$ cat src/rtl/score_pkg.sv
// Shared grade encoding, default point values and the combo multiplier function
// for the score_engine block and its lane reduction stage.
package score_pkg;

    localparam logic [1:0] GRADE_MISS    = 2'b00;
    localparam logic [1:0] GRADE_GOOD_A  = 2'b01;
    localparam logic [1:0] GRADE_GOOD_B  = 2'b10;
    localparam logic [1:0] GRADE_PERFECT = 2'b11;

    localparam int DEFAULT_GOOD_PTS    = 32;
    localparam int DEFAULT_PERFECT_PTS = 256;

    // Wide enough for a hit count of up to 8 lanes.
    localparam int CNT_W = 4;

    function automatic logic [4:0] combo_multiplier(input int unsigned combo,
                                                    input int unsigned tier_shift,
                                                    input int unsigned mult_max);
        int unsigned m;
        if (combo == 0) begin
            m = 1;
        end else begin
            m = 2 + ((combo - 1) >> tier_shift);
            if (m > mult_max) begin
                m = mult_max;
            end
        end
        return m[4:0];
    endfunction

endpackage

$ cat src/rtl/score_hit_reduce.sv
// Stage 1 of score_engine: reduces the per-lane judgements to a point sum,
// hit count and miss/valid flags, then registers them.
module score_hit_reduce
    import score_pkg::*;
#(
    parameter int LANES       = 4,
    parameter int GOOD_PTS    = DEFAULT_GOOD_PTS,
    parameter int PERFECT_PTS = DEFAULT_PERFECT_PTS,
    parameter int PTS_W       = 11
) (
    input  logic                 clk,
    input  logic                 reset,
    input  logic                 clear,
    input  logic [LANES-1:0]     hit_valid,
    input  logic [2*LANES-1:0]   hit_grade,
    output logic [PTS_W-1:0]     pts_sum,
    output logic [CNT_W-1:0]     hit_cnt,
    output logic                 any_miss,
    output logic                 any_valid
);

    logic [PTS_W-1:0] sum_c;
    logic [CNT_W-1:0] cnt_c;
    logic             miss_c;
    logic             valid_c;

    always_comb begin
        sum_c   = '0;
        cnt_c   = '0;
        miss_c  = 1'b0;
        valid_c = 1'b0;
        for (int i = 0; i < LANES; i++) begin
            if (hit_valid[i]) begin
                valid_c = 1'b1;
                case (hit_grade[2*i +: 2])
                    GRADE_MISS: miss_c = 1'b1;
                    GRADE_GOOD_A, GRADE_GOOD_B: begin
                        sum_c = sum_c + PTS_W'(GOOD_PTS);
                        cnt_c = cnt_c + CNT_W'(1);
                    end
                    GRADE_PERFECT: begin
                        sum_c = sum_c + PTS_W'(PERFECT_PTS);
                        cnt_c = cnt_c + CNT_W'(1);
                    end
                    default: ;
                endcase
            end
        end
    end

    // A clear squashes whatever is arriving this cycle as well as the held vector.
    always_ff @(posedge clk or posedge reset) begin
        if (reset) begin
            pts_sum   <= '0;
            hit_cnt   <= '0;
            any_miss  <= 1'b0;
            any_valid <= 1'b0;
        end else if (clear) begin
            pts_sum   <= '0;
            hit_cnt   <= '0;
            any_miss  <= 1'b0;
            any_valid <= 1'b0;
        end else begin
            pts_sum   <= sum_c;
            hit_cnt   <= cnt_c;
            any_miss  <= miss_c;
            any_valid <= valid_c;
        end
    end

endmodule

$ cat src/rtl/score_engine.sv
// Multi-lane rhythm-game scorer: stage 1 reduces lane hits, stage 2 applies the
// combo multiplier and saturating score. SCORE_ENGINE_HIGH_SCORE_EN adds high-score tracking.
module score_engine
    import score_pkg::*;
#(
    parameter int LANES       = 4,
    parameter int SCORE_W     = 16,
    parameter int COMBO_W     = 8,
    parameter int TIER_SHIFT  = 4,
    parameter int MULT_MAX    = 17,
    parameter int GOOD_PTS    = DEFAULT_GOOD_PTS,
    parameter int PERFECT_PTS = DEFAULT_PERFECT_PTS
) (
    input  logic                 clk,
    input  logic                 reset,
    input  logic                 clear,
    input  logic [LANES-1:0]     hit_valid,
    input  logic [2*LANES-1:0]   hit_grade,
    output logic [SCORE_W-1:0]   score,
    output logic [COMBO_W-1:0]   combo,
    output logic [COMBO_W-1:0]   max_combo,
    output logic [4:0]           multiplier,
    output logic                 saturated,
    output logic                 score_valid
`ifdef SCORE_ENGINE_HIGH_SCORE_EN
    ,
    output logic [SCORE_W-1:0]   high_score,
    output logic                 new_high
`endif
);

    localparam int MAX_PTS = (GOOD_PTS > PERFECT_PTS) ? GOOD_PTS : PERFECT_PTS;
    localparam int PTS_W   = $clog2(LANES * MAX_PTS + 1);
    localparam int PROD_W  = SCORE_W + 8;
    localparam int SUM_W   = SCORE_W + 9;
    localparam int CSUM_W  = COMBO_W + 1;

    logic [PTS_W-1:0]   pts_s1;
    logic [CNT_W-1:0]   cnt_s1;
    logic               miss_s1;
    logic               valid_s1;

    logic [4:0]         mult_c;
    logic [PROD_W-1:0]  product;
    logic [SUM_W-1:0]   sum_c;
    logic               clip_c;
    logic [SCORE_W-1:0] score_next;
    logic [CSUM_W-1:0]  combo_sum;
    logic [COMBO_W-1:0] combo_next;
    logic [COMBO_W-1:0] max_next;

    score_hit_reduce #(
        .LANES       (LANES),
        .GOOD_PTS    (GOOD_PTS),
        .PERFECT_PTS (PERFECT_PTS),
        .PTS_W       (PTS_W)
    ) u_reduce (
        .clk       (clk),
        .reset     (reset),
        .clear     (clear),
        .hit_valid (hit_valid),
        .hit_grade (hit_grade),
        .pts_sum   (pts_s1),
        .hit_cnt   (cnt_s1),
        .any_miss  (miss_s1),
        .any_valid (valid_s1)
    );

    // The multiplier comes from the combo held before this cycle's hits land.
    always_comb begin
        mult_c     = combo_multiplier(32'(combo), TIER_SHIFT, MULT_MAX);
        product    = PROD_W'(pts_s1) * PROD_W'(mult_c);
        sum_c      = SUM_W'(score) + SUM_W'(product);
        clip_c     = |sum_c[SUM_W-1:SCORE_W];
        score_next = clip_c ? '1 : sum_c[SCORE_W-1:0];

        combo_sum  = CSUM_W'(combo) + CSUM_W'(cnt_s1);
        if (miss_s1) begin
            combo_next = '0;
        end else if (combo_sum[COMBO_W]) begin
            combo_next = '1;
        end else begin
            combo_next = combo_sum[COMBO_W-1:0];
        end
        max_next = (combo_next > max_combo) ? combo_next : max_combo;
    end

    assign multiplier = mult_c;

    always_ff @(posedge clk or posedge reset) begin
        if (reset) begin
            score       <= '0;
            combo       <= '0;
            max_combo   <= '0;
            saturated   <= 1'b0;
            score_valid <= 1'b0;
        end else if (clear) begin
            score       <= '0;
            combo       <= '0;
            max_combo   <= '0;
            saturated   <= 1'b0;
            score_valid <= 1'b0;
        end else begin
            score       <= score_next;
            combo       <= combo_next;
            max_combo   <= max_next;
            saturated   <= saturated | clip_c;
            score_valid <= valid_s1;
        end
    end

`ifdef SCORE_ENGINE_HIGH_SCORE_EN
    // The finished song's score is captured as it is cleared away.
    always_ff @(posedge clk or posedge reset) begin
        if (reset) begin
            high_score <= '0;
            new_high   <= 1'b0;
        end else if (clear && (score > high_score)) begin
            high_score <= score;
            new_high   <= 1'b1;
        end else begin
            new_high   <= 1'b0;
        end
    end
`endif

endmodule

$ cat config.mk
export PLATFORM = sky130hd
export DESIGN_NAME = score_engine
export DESIGN_NICKNAME = d
export VERILOG_FILES = /design/src/rtl/score_pkg.sv /design/src/rtl/score_hit_reduce.sv /design/src/rtl/score_engine.sv
export SDC_FILE = /design/constraint.sdc
export NUM_CORES = 1
export LEC_CHECK = 0
export ABC_CLOCK_PERIOD_IN_PS = 7700
export CAP_MARGIN = 20
export CORE_MARGIN = 1
export CORE_UTILIZATION = 50
export CTS_BUF_LIST = sky130_fd_sc_hd__clkbuf_4
export CTS_CLUSTER_DIAMETER = 30
export CTS_CLUSTER_SIZE = 16
export DETAILED_ROUTE_END_ITERATION = 10
export PLACE_DENSITY = 0.73
export SLEW_MARGIN = 20
export SYNTH_ARGS = -nofsm -noshare
export SYNTH_HDL_FRONTEND = slang
export SYNTH_SLANG_ARGS = --single-unit
export TNS_END_PERCENT = 1
$ cat constraint.sdc
create_clock -name clk -period 7.7 [get_ports clk]
set_input_delay 1.155 -clock clk [delete_from_list [all_inputs] [get_ports clk]]
set_output_delay 1.155 -clock clk [all_outputs]
set_load 0.005 [all_outputs]
==> run metrics, run 1 <==
total track usage=22.8%; Setup crit end=score[15]; Synth Cell Area=approximately 0.0042 mm2; antenna fix cells=0; IO buf count=53; site row count=33; M3 GR Usage=around 2.3%; I/O pin count=54; post-synthesis cell count=a little under 500; Tightest Pin Transition=approximately 800 ps; post-route ant nets=0; wire per inst=roughly 14 um; R2R Path Start=combo[0]; Via density=between 5 and 6; Worst Skew=6.09 ps; post-synthesis mux area share=roughly 2.9%; XOR/XNOR share of the synthesized area=2.91%; layout net count=approximately 600; vias in the first global route=~3400; CTS tree=yes; Reg2Reg Capture Point=score[15]; data arrival at the endpoint of the critical path=7370 ps; hold crit path type=reg2reg; Post-DP HPWL=about 7.2 mm; Clock Latency Late Sink=around 350 ps; Final Hold Slack=between 400 and 500 ps; final setup fails=0; leakage power=roughly 2.4 nW; CTS root buffer=clkbuf_4; GRT Max-Usage Layer=met2; die area=between 0.008 and 0.009 mm2; Max Freq=0.140 GHz; Synth Register Bits=42; Final period util=between 90% and 100%; Clock Pin Slew Worst Setup and Hold Paths=120 ps; Synth Area in Compound Gates=between 10% and 20%; commonest non-fill, non-tap cell in the layout=inv_1; residual DRC count=0; Slew HR=46.5%; fillers=between 700 and 800; CP Launch Type=register; Power Dens Cells=roughly 140 mW/mm2; Reg2Reg Setup Slack=550 ps; Initial DRC Count=about 170; DRT Pass-1 Iters=4; post-route setup TNS=0 ps; routed vias=3453; hold bufs inserted after CTS=0; sequential area share after synthesis=~25%; simple-gate share of the synthesized area=19.6%; Starting Density=approximately half; worst setup path class=reg2reg; Max Root-Sink Buffers=2; ys async rst share=100%; CP Launch Point=combo[0]; Max Cap Viol=0; RSZ-0062 raised after global routing=no; largest family of logic cells by synthesized area=adder cells; Finished Core Util=roughly three fifths; postcts setup bufs=0; top_reg_cell synth=dfrtp_1; core outline area=just over 0.008 mm2; Die W=around 94 um; CTS buffer count=5; GRT overflow=0; fin crit period=between 7000 and 8000 ps; GPL Wtd Cong=about 0.83; Post-synth EDFFs=0; Unique masters post-synth=55; Area Growth Syn to Fin=15.1%; first-pass GRT wire length=roughly 16 mm; status=complete, no violations; final hold vios=0; adder-cell share of the synthesized area=about a quarter; WP data required=about 7900 ps; R2R cell count=24; CTS sink count=42; CP Capture Type=register; Crit Path Max Fanout=12; Setup WS pre-CTS=just over 600 ps; most frequent cells in the layout=67 x inv_1, 53 x clkdlybuf4s50_1, 52 x ha_1; share of layout cells above drive strength 1=about 4.8%; H-tree levels=2; Max rail drop VDD=between 0.05 and 0.06 mV; setup ws final=approximately 550 ps; pin count of the biggest net entering global routing=43; Slew Limit Fails=0; synthesized area per cell=about 8.7 um2; yosys warns=0; CTS resizes=0; die height=between 90 and 100 um; initial antenna violation count=0; drt total wl=approximately 9 mm; fraction of met1 tracks used by global routing=30.9%; synthesized net count=572; met2 Use GR=38.1%
[through the flow]
step                      total power [mW]  cell area [um2]  std cells
after floorplan                      0.483             4210        483
after global placement               0.567             4800        624
after detailed placement             0.573             4800        624
after CTS                            0.677             4840        631
after global routing                 0.726             4840        631
final                                0.672             4840        631
[layout make-up]
class / count / area, um2 / area share (%)
Clock buffer: 5 / 37.5 / 0.775
Clock inverter: 2 / 10.0 / 0.207
Inverter: 68 / 255 / 5.27
Multi-Input combinational cell: 353 / 2810 / 57.9
Sequential cell: 42 / 1050 / 21.7
Tap cell: 105 / 131 / 2.71
Timing Repair Buffer: 56 / 553 / 11.4
[synth_stat cells, types with 4 or more instances]
master	instances	area share (%)
o21a_1	6	1.1
nand3_1	10	1.2
xnor2_1	6	1.2
nor2_1	44	3.9
buf_4	4	0.71
nor3_1	7	0.83
a31oi_1	10	1.5
inv_1	68	6.1
mux2i_1	11	2.6
o21ai_0	10	1.2
dfrtp_1	42	25
o211ai_1	6	1.1
o31ai_1	4	0.71
fa_1	22	10
xor2_1	8	1.7
or2_2	4	0.59
and3_1	4	0.59
nand2b_1	5	0.74
clkbuf_1	14	1.2
ha_1	52	15
a21oi_1	24	2.9
and2_1	22	3.3
a21o_1	4	0.71
nor2b_1	16	2.4
nand2_1	31	2.8
[registers in the layout, indices dropped and copies added (netlist names)]
| name | flops |
|---|---|
| combo | 8 |
| max_combo | 8 |
| saturated | 1 |
| score | 12 |
| score_valid | 1 |
| u_reduce.any_miss | 1 |
| u_reduce.any_valid | 1 |
| u_reduce.hit_cnt | 4 |
| u_reduce.pts_sum | 6 |
[worst max-delay path, stage by stage, from the launching register on]
cell and delay (ps):
dfrtp_1 420, or4_4 610, or3_4 370, xnor2_1 200, ha_1 300, nand2_1 80
ha_1 300, nand2_1 120, or4_1 450, a211oi_2 230, o21ai_1 90, a211oi_2 470
and2_1 210, fa_1 440, fa_1 540, inv_1 60, fa_1 530, inv_1 40
ha_1 320, a21oi_1 190, o21ai_0 180, a31oi_1 320, mux2i_1 220, buf_4 200
a31oi_1 110
[cell families (layout without fill, tap and decap cells)]
family | count (synthesis) | after routing
AO/OA/AOI/OAI | 93 | 93
XOR/XNOR | 14 | 14
flip-flops | 42 | 42
adder cells (fa/ha/maj) | 74 | 74
AND/OR/NAND/NOR | 160 | 160
buffers and inverters | 88 | 131
multiplexers | 12 | 12
[report_power, final]
part	switching, mW	internal, mW
registers	0.0142	0.235
logic	0.184	0.139
clock network	0.0677	0.0329
[worst min-delay path by stage]
stage                            start          end  cells past startpoint
finish              u_reduce.any_valid  score_valid                      1
global route        u_reduce.any_valid  score_valid                      1
CTS                 u_reduce.any_valid  score_valid                      1
detailed placement  u_reduce.any_valid  score_valid                      1
global placement    u_reduce.any_valid  score_valid                      1
floorplan           u_reduce.any_valid  score_valid                      1
[per-layer routing]
| layer | share of wire [%] | routed length [um] | up-vias |
|---|---|---|---|
| met5 | 0 | 0 | - |
| met4 | 1.3 | 118 | 0 |
| met3 | 4.2 | 383 | 11 |
| met2 | 48 | 4310 | 79 |
| met1 | 47 | 4220 | 1656 |
| li1 | - | - | 1707 |
(Power assumes the default switching activity.)
==> run 2: changes to the inputs <==
- CAP_MARGIN: 20 -> 40
- SLEW_MARGIN: 20 -> not set
==> results of run 2 <==
Final layout, timing and power as in run 1 (identical DEF).
==> run 3: changes to the inputs <==
- SLEW_MARGIN: not set -> 5
==> results of run 3 <==
Final layout, timing and power as in run 1 (identical DEF).
